File: src/rtl/rr_stream_arbiter.sv
// Round-robin arbiter sharing one ready/valid sink between N_REQ ready/valid sources.
// A grant lasts up to MAX_BURST beats and ends early when the holder drops valid.
module rr_stream_arbiter #(
    parameter int N_REQ     = 4,
    parameter int WIDTH     = 8,
    parameter int MAX_BURST = 4,
    parameter int CNT_W     = 8,
    localparam int SRC_W    = (N_REQ > 1) ? $clog2(N_REQ) : 1
) (
    input  logic                   clk,
    input  logic                   rst_n,
    input  logic [N_REQ-1:0]       req_mask,
    input  logic [N_REQ-1:0]       in_valid,
    input  logic [N_REQ*WIDTH-1:0] in_data,
    output logic [N_REQ-1:0]       in_ready,
    output logic                   out_valid,
    output logic [WIDTH-1:0]       out_data,
    input  logic                   out_ready,
    output logic [SRC_W-1:0]       out_src,
    output logic                   busy
);

    localparam logic [0:0] S_IDLE  = 1'b0;
    localparam logic [0:0] S_GRANT = 1'b1;
    localparam logic [CNT_W-1:0] BEAT_LAST = CNT_W'(MAX_BURST - 1);

    logic [0:0]                  state;
    logic [SRC_W-1:0]            gnt, last, pick, pick_hi, pick_lo;
    logic                        found_hi;
    logic [CNT_W-1:0]            beat_cnt;
    logic [N_REQ-1:0]            eligible;
    logic [N_REQ-1:0][WIDTH-1:0] data_arr;
    logic                        granted;

    assign data_arr = in_data;
    assign eligible = in_valid & req_mask;
    assign granted  = (state == S_GRANT);

    // Descending scan leaves the lowest eligible index above 'last' in pick_hi and the
    // lowest eligible index overall in pick_lo; the latter covers the wrap-around case.
    always_comb begin
        pick_hi  = last;
        pick_lo  = last;
        found_hi = 1'b0;
        for (int i = N_REQ - 1; i >= 0; i--) begin
            if (eligible[i]) begin
                if (SRC_W'(i) > last) begin
                    pick_hi  = SRC_W'(i);
                    found_hi = 1'b1;
                end
                pick_lo = SRC_W'(i);
            end
        end
        pick = found_hi ? pick_hi : pick_lo;
    end

    generate
        for (genvar g = 0; g < N_REQ; g++) begin : g_rdy
            assign in_ready[g] = granted && (gnt == SRC_W'(g)) && out_ready;
        end
    endgenerate

    assign out_valid = granted && in_valid[gnt];
    assign out_data  = granted ? data_arr[gnt] : '0;
    assign out_src   = granted ? gnt : last;
    assign busy      = granted;

    always_ff @(posedge clk) begin
        if (!rst_n) begin
            state    <= S_IDLE;
            gnt      <= '0;
            last     <= SRC_W'(N_REQ - 1);
            beat_cnt <= '0;
        end else begin
            case (state)
                S_IDLE: begin
                    if (|eligible) begin
                        gnt      <= pick;
                        beat_cnt <= '0;
                        state    <= S_GRANT;
                    end
                end
                default: begin
                    if (!in_valid[gnt]) begin
                        state <= S_IDLE;
                        last  <= gnt;
                    end else if (out_ready) begin
                        beat_cnt <= beat_cnt + 1'b1;
                        if (beat_cnt == BEAT_LAST) begin
                            state <= S_IDLE;
                            last  <= gnt;
                        end
                    end
                end
            endcase
        end
    end

endmodule

File: config.mk
export PLATFORM = sky130hd
export DESIGN_NAME = rr_stream_arbiter
export DESIGN_NICKNAME = d
export VERILOG_FILES = /design/src/rtl/rr_stream_arbiter.sv
export SDC_FILE = /design/constraint.sdc
export NUM_CORES = 1
export LEC_CHECK = 0
export ABC_AREA = 0
export CAP_MARGIN = 15
export CORE_MARGIN = 3
export CORE_UTILIZATION = 25
export CTS_BUF_LIST = sky130_fd_sc_hd__clkbuf_4
export DETAILED_ROUTE_END_ITERATION = 8
export GPL_TIMING_DRIVEN = 1
export PLACE_DENSITY_LB_ADDON = 0.25
export SYNTH_ARGS = -nofsm -noshare
export SYNTH_HDL_FRONTEND = slang
export SYNTH_SLANG_ARGS = --single-unit
File: constraint.sdc
create_clock -name clk -period 2.21 [get_ports clk]
set_input_delay 0.3315 -clock clk [delete_from_list [all_inputs] [get_ports clk]]
set_output_delay 0.3315 -clock clk [all_outputs]
set_load 0.02 [all_outputs]
======== Yosys cells after proc, flatten, opt, wreduce, memory -nomap -nowiden ========
Cells that the tools add are included.
storage, ports and cells
  register bits after elaboration ......... 13
  bits of input ports ..................... 43
cells by class
  $add $sub $neg .......................... 1
  order comparisons ....................... 5
  equal/unequal tests ..................... 8
  mux-type cells .......................... 39
  bitwise logic cells ..................... 2
  reduce and logical (&&, ||, !) cells .... 15
operators by type and width
  operator                                                                       count
  8-bit two-way mux                                                              6
  2-bit two-way mux                                                              17
  8-bit binary-select mux with 2-bit select                                      1
  1-bit two-way mux                                                              14
  1-bit logical AND                                                              9
  8-bit by 1-bit adder with 8-bit output (second input constant)                 1
  8-bit by 2-bit equality test with 1-bit output (second input constant)         1
  3-bit AND reduction                                                            2
  4-bit AND                                                                      1
  2-bit equality test (second input constant)                                    2
  1-bit by 2-bit > comparator with 1-bit output (first input constant)           2
  2-bit > comparator (first input constant)                                      2
  2-bit by 1-bit != test with 1-bit output (second input constant)               2
  2-bit != test (second input constant)                                          2
  4-bit OR reduction                                                             1
  2-bit by 3-bit less-than comparator with 1-bit output (second input constant)  1
  1-bit binary-select mux with 2-bit select                                      1
  2-bit by 1-bit equality test with 1-bit output (second input constant)         1
  2-bit zero test                                                                1
  2-bit AND reduction                                                            1
  2-bit nonzero test                                                             1
  1-bit NOT                                                                      1

======== Depth between registers and ports, before layout ========
Gate-level depths: netlist of the first run.
  depth after elaboration ................. 10
  mapped depth ............................ 6
  depth with buffers taken out ............ 5

======== Worst setup path before layout of the first run ========
Ideal clock, no wire load.
  path kind ............................... register to output
  from .................................... reg gnt[0]
  to ...................................... out out_data[2]
  arrival ................................. 1387 ps
  required time ........................... 1879 ps
  slack ................................... 491 ps
  cell stages (with the launch flop) ...... 5
  path buffers ............................ 2
  cell sequence ........................... dfxtp_1 buf_6 buf_2 mux4_2 and2_1
between the ends
  word-level cells in the longest chain between the ends .. 3
ends and longest elaborated chain
  element                                    line  source
  start, declared                            28    logic [SRC_W-1:0] gnt, last, pick, pick_hi, pick_lo;
  start signal, assigned                     78    gnt <= pick;
  8-bit binary-select mux with 2-bit select  64    assign out_data = granted ? data_arr[gnt] : '0;
  8-bit two-way mux (not written as such)    64
  8-bit two-way mux                          64
  end, declared                              17    output logic [WIDTH-1:0] out_data,
Every way passes these cells. The select of a mux whose other input is x is not followed.

======== Final worst setup path of the first run ========
  from .................................... in in_valid[2]
  to ...................................... out out_valid
between the ends
  word-level cells in the longest chain between the ends .. 3
ends and longest elaborated chain
  element                                    line  source
  start, declared                            13    input logic [N_REQ-1:0] in_valid,
  1-bit binary-select mux with 2-bit select  63    assign out_valid = granted && in_valid[gnt];
  1-bit two-way mux (not written as such)    63
  1-bit logical AND                          63
  end, declared                              16    output logic out_valid,
Every way passes these cells. The select of a mux whose other input is x is not followed.

==> impl_metrics.env, run 1 <==
export IMPL_status="finished, final reports clean"
export IMPL_num_nets_final=230
export IMPL_vias=1206
export IMPL_yosysTopAreaCellShare=0.235
export IMPL_critPathRequiredTime_ps=1880
export IMPL_clk_latency_ps=270
export IMPL_cts_tree="done"
export IMPL_cp_slowest_stage_delay_ps=490
export IMPL_grt_max_degree=19
export IMPL_synth_edf_count=0
export IMPL_ios=59
export IMPL_drc=0
export IMPL_routabilityCongestion=0.800
export IMPL_startpoint_type="input port"
export IMPL_fin_skew_ps=2.73
export IMPL_numCtsBuffers=3
export IMPL_period_needed_ps=2150
export IMPL_area_growth_pct=62.8
export IMPL_hold_worst_slack_ps=512
export IMPL_drt_pass1_iter_count=4
export IMPL_chipWidth_um=72.6
export IMPL_start_util=0.267
export IMPL_synth_xor_area_frac=0
export IMPL_dp_cells=231
export IMPL_ctsHoldBuffers=0
export IMPL_met1_usage=0.160
export IMPL_min_path_type="reg2reg"
export IMPL_finalHoldViolations=0
export IMPL_design_core_area_mm2=0.00414
export IMPL_yosys_area_share_adder=0.0113
export IMPL_wl_um=3510
export IMPL_p_leak_uw=0.000673
export IMPL_synth_top_family_by_area="multiplexers"
export IMPL_synth_simple_area_share=0.252
export IMPL_drv_slew=0
export IMPL_grt_ovfl_total=0
export IMPL_grt_antenna_before_repair=0
export IMPL_dpl_hpwl_um=2790
export IMPL_fill_cells=408
export IMPL_drt_iter0_markers=38
export IMPL_netlist_area_mm2=0.00111
export IMPL_path_cells="clkdlybuf4s50_1, mux4_2, and2_1, dlygate4sd2_1"
export IMPL_yosysSeqAreaShare=0.235
export IMPL_clockRootBuffer="clkbuf_4"
export IMPL_hold_depth=2
export IMPL_worstPathArrival_ps=1820
export IMPL_synthFlopType="dfxtp_1"
export IMPL_synthCells=123
export IMPL_synth_compound_area_frac=0.169
export IMPL_powerDensity_mw_per_mm2=439
export IMPL_ys_types=36
export IMPL_grt_pass1_wl_um=5450
export IMPL_fmax_ghz=0.465
export IMPL_crit_path_end_kind="primary output"
export IMPL_reg2reg_depth=5
export IMPL_layout_cells_non_filler=235
export IMPL_synth_seq_cells=13
export IMPL_ant_nets=0
export IMPL_die_y_um=72.6
export IMPL_max_slew_margin=0.725
export IMPL_post_cts_buffers=0
export IMPL_tightestPinTransition_ps=413
export IMPL_yosysTopAreaCell="dfxtp_1"
export IMPL_io_buffers=58
export IMPL_synth_mux_area_frac=0.263
export IMPL_syn_avg_cell_area_um2=9.00
export IMPL_cts_sinks=13
export IMPL_diodes=0
export IMPL_wl_per_cell_um=14.9
export IMPL_rows=23
export IMPL_cts_htree_levels=1
export IMPL_grtUsageTotal=0.130
export IMPL_crit_type="in2out"
export IMPL_path_max_fanout=4
export IMPL_synth_area_leaders="dfxtp_1 (24%), mux4_2 (14%), mux2i_1 (6.3%)"
export IMPL_maxCapViolCount=0
export IMPL_gr_usage_met3=0.0222
export IMPL_clk_path_buf_depth=2
export IMPL_final_cell_mix="clkdlybuf4s50_1 (49), nand2_1 (12), dfxtp_1 (11), and2_1 (10), dlygate4sd2_1 (9)"
export IMPL_finalCritPeriodShare=0.973
export IMPL_drive_above_1_share=0.135
export IMPL_stdcell_area_mm2=0.00180
export IMPL_setup_viol=0
export IMPL_worst_path_max_delay_cell="mux4_2"
export IMPL_final_common_cell="clkdlybuf4s50_1"
export IMPL_regArea_um2=263
export IMPL_grt_pass1_vias=1186
export IMPL_top_usage_layer="met2"
export IMPL_power_uw=791
export IMPL_irDropWorstVdd_v=0.000270
export IMPL_placed_cell_area_mm2=0.00178
export IMPL_cts_clk_slew_worst_paths_ps=80
export IMPL_die_area_mm2=0.00526
export IMPL_vias_per_cell=5.13
export IMPL_async_flop_share=0
export IMPL_yosysWarnings=0
export IMPL_globalRouteMet2Util=0.233
export IMPL_multi_input_area_um2=771
export IMPL_syn_num_nets=167
cell usage after synthesis (all sizes together) (2+ instances only):
| cell type | number |
|---|---|
| o21ai | 5 |
| a211oi | 2 |
| nand4 | 3 |
| a221oi | 2 |
| a21oi | 6 |
| or3 | 2 |
| mux2i | 7 |
| mux4 | 9 |
| a21boi | 3 |
| clkbuf | 2 |
| buf | 7 |
| a22oi | 2 |
| nand3 | 8 |
| and2 | 10 |
| nand2 | 12 |
| nand3b | 6 |
| dfxtp | 13 |
| nor2 | 8 |
| inv | 4 |
cell families (layout without fill, tap and decap cells):
kind of cell / after synthesis / count (layout)
AO/OA/AOI/OAI: 26 / 26
adder cells (fa/ha/maj): 1 / 1
buffers and inverters: 13 / 75
flip-flops: 13 / 13
multiplexers: 17 / 17
AND/OR/NAND/NOR: 53 / 53
worst max-delay path: cells and delay by family:
family / cells / cell delay, ps
buf+inv: 2 / 790
mux: 1 / 490
simple gates: 1 / 200
final cells by class:
type | instances | share of cell area
tap | 50 | 0.0347
multi-input combinational | 97 | 0.427
timing repair buffer | 67 | 0.367
inverter | 4 | 0.00833
clock buffer | 4 | 0.0167
sequential | 13 | 0.146
final timing paths:
check | slack, ps | endpoint | from
min | 510 | beat_cnt[1]$_SDFFE_PN0P_ | beat_cnt[1]$_SDFFE_PN0P_
max reg2reg | 460 | beat_cnt[3]$_SDFFE_PN0P_ | gnt[1]$_SDFFE_PN0P_
min reg2reg | 510 | beat_cnt[1]$_SDFFE_PN0P_ | beat_cnt[1]$_SDFFE_PN0P_
max | 60 | out_valid | in_valid[2]
what timing repair did:
action | 4_1_cts | 5_1_grt
pin swaps | 0 | 0
gates resized for setup | 9 | 2
endpoints found under the setup margin | 9 | 6
stage by stage:
stage          worst slack [ps]  utilization  TNS [ps]
2_1_floorplan               491            -         0
3_3_place_gp               -134        0.430      -210
3_5_place_dp               -143        0.430      -307
4_1_cts                    41.3        0.434         0
5_1_grt                   -3.03        0.435     -4.64
6_report                   60.1        0.435         0
layer usage:
metal | share of wire | up-vias
met1 | 0.42 | 556
met3 | 0.073 | 8
met2 | 0.49 | 50
met4 | 0.016 | 0
met5 | 0 | -
li1 | - | 592
state kept, by name, summed over array words and instances, names as in the netlist:
| name | count |
|---|---|
| last | 2 |
| gnt | 2 |
| busy | 1 |
| beat_cnt | 8 |
report_power, final:
group          switching [µW]  total [µW]  internal [µW]
Combinational             155         369            214
Clock                    76.2         158           82.2
Sequential               17.0         264            247
Note: power is estimated with default switching activity, not from simulation.
==> inputs of run 2 (changes only) <==
CAP_MARGIN = default   (was 15)
==> results of run 2 <==
No change in the layout: final DEF, timing and power equal those of run 1.
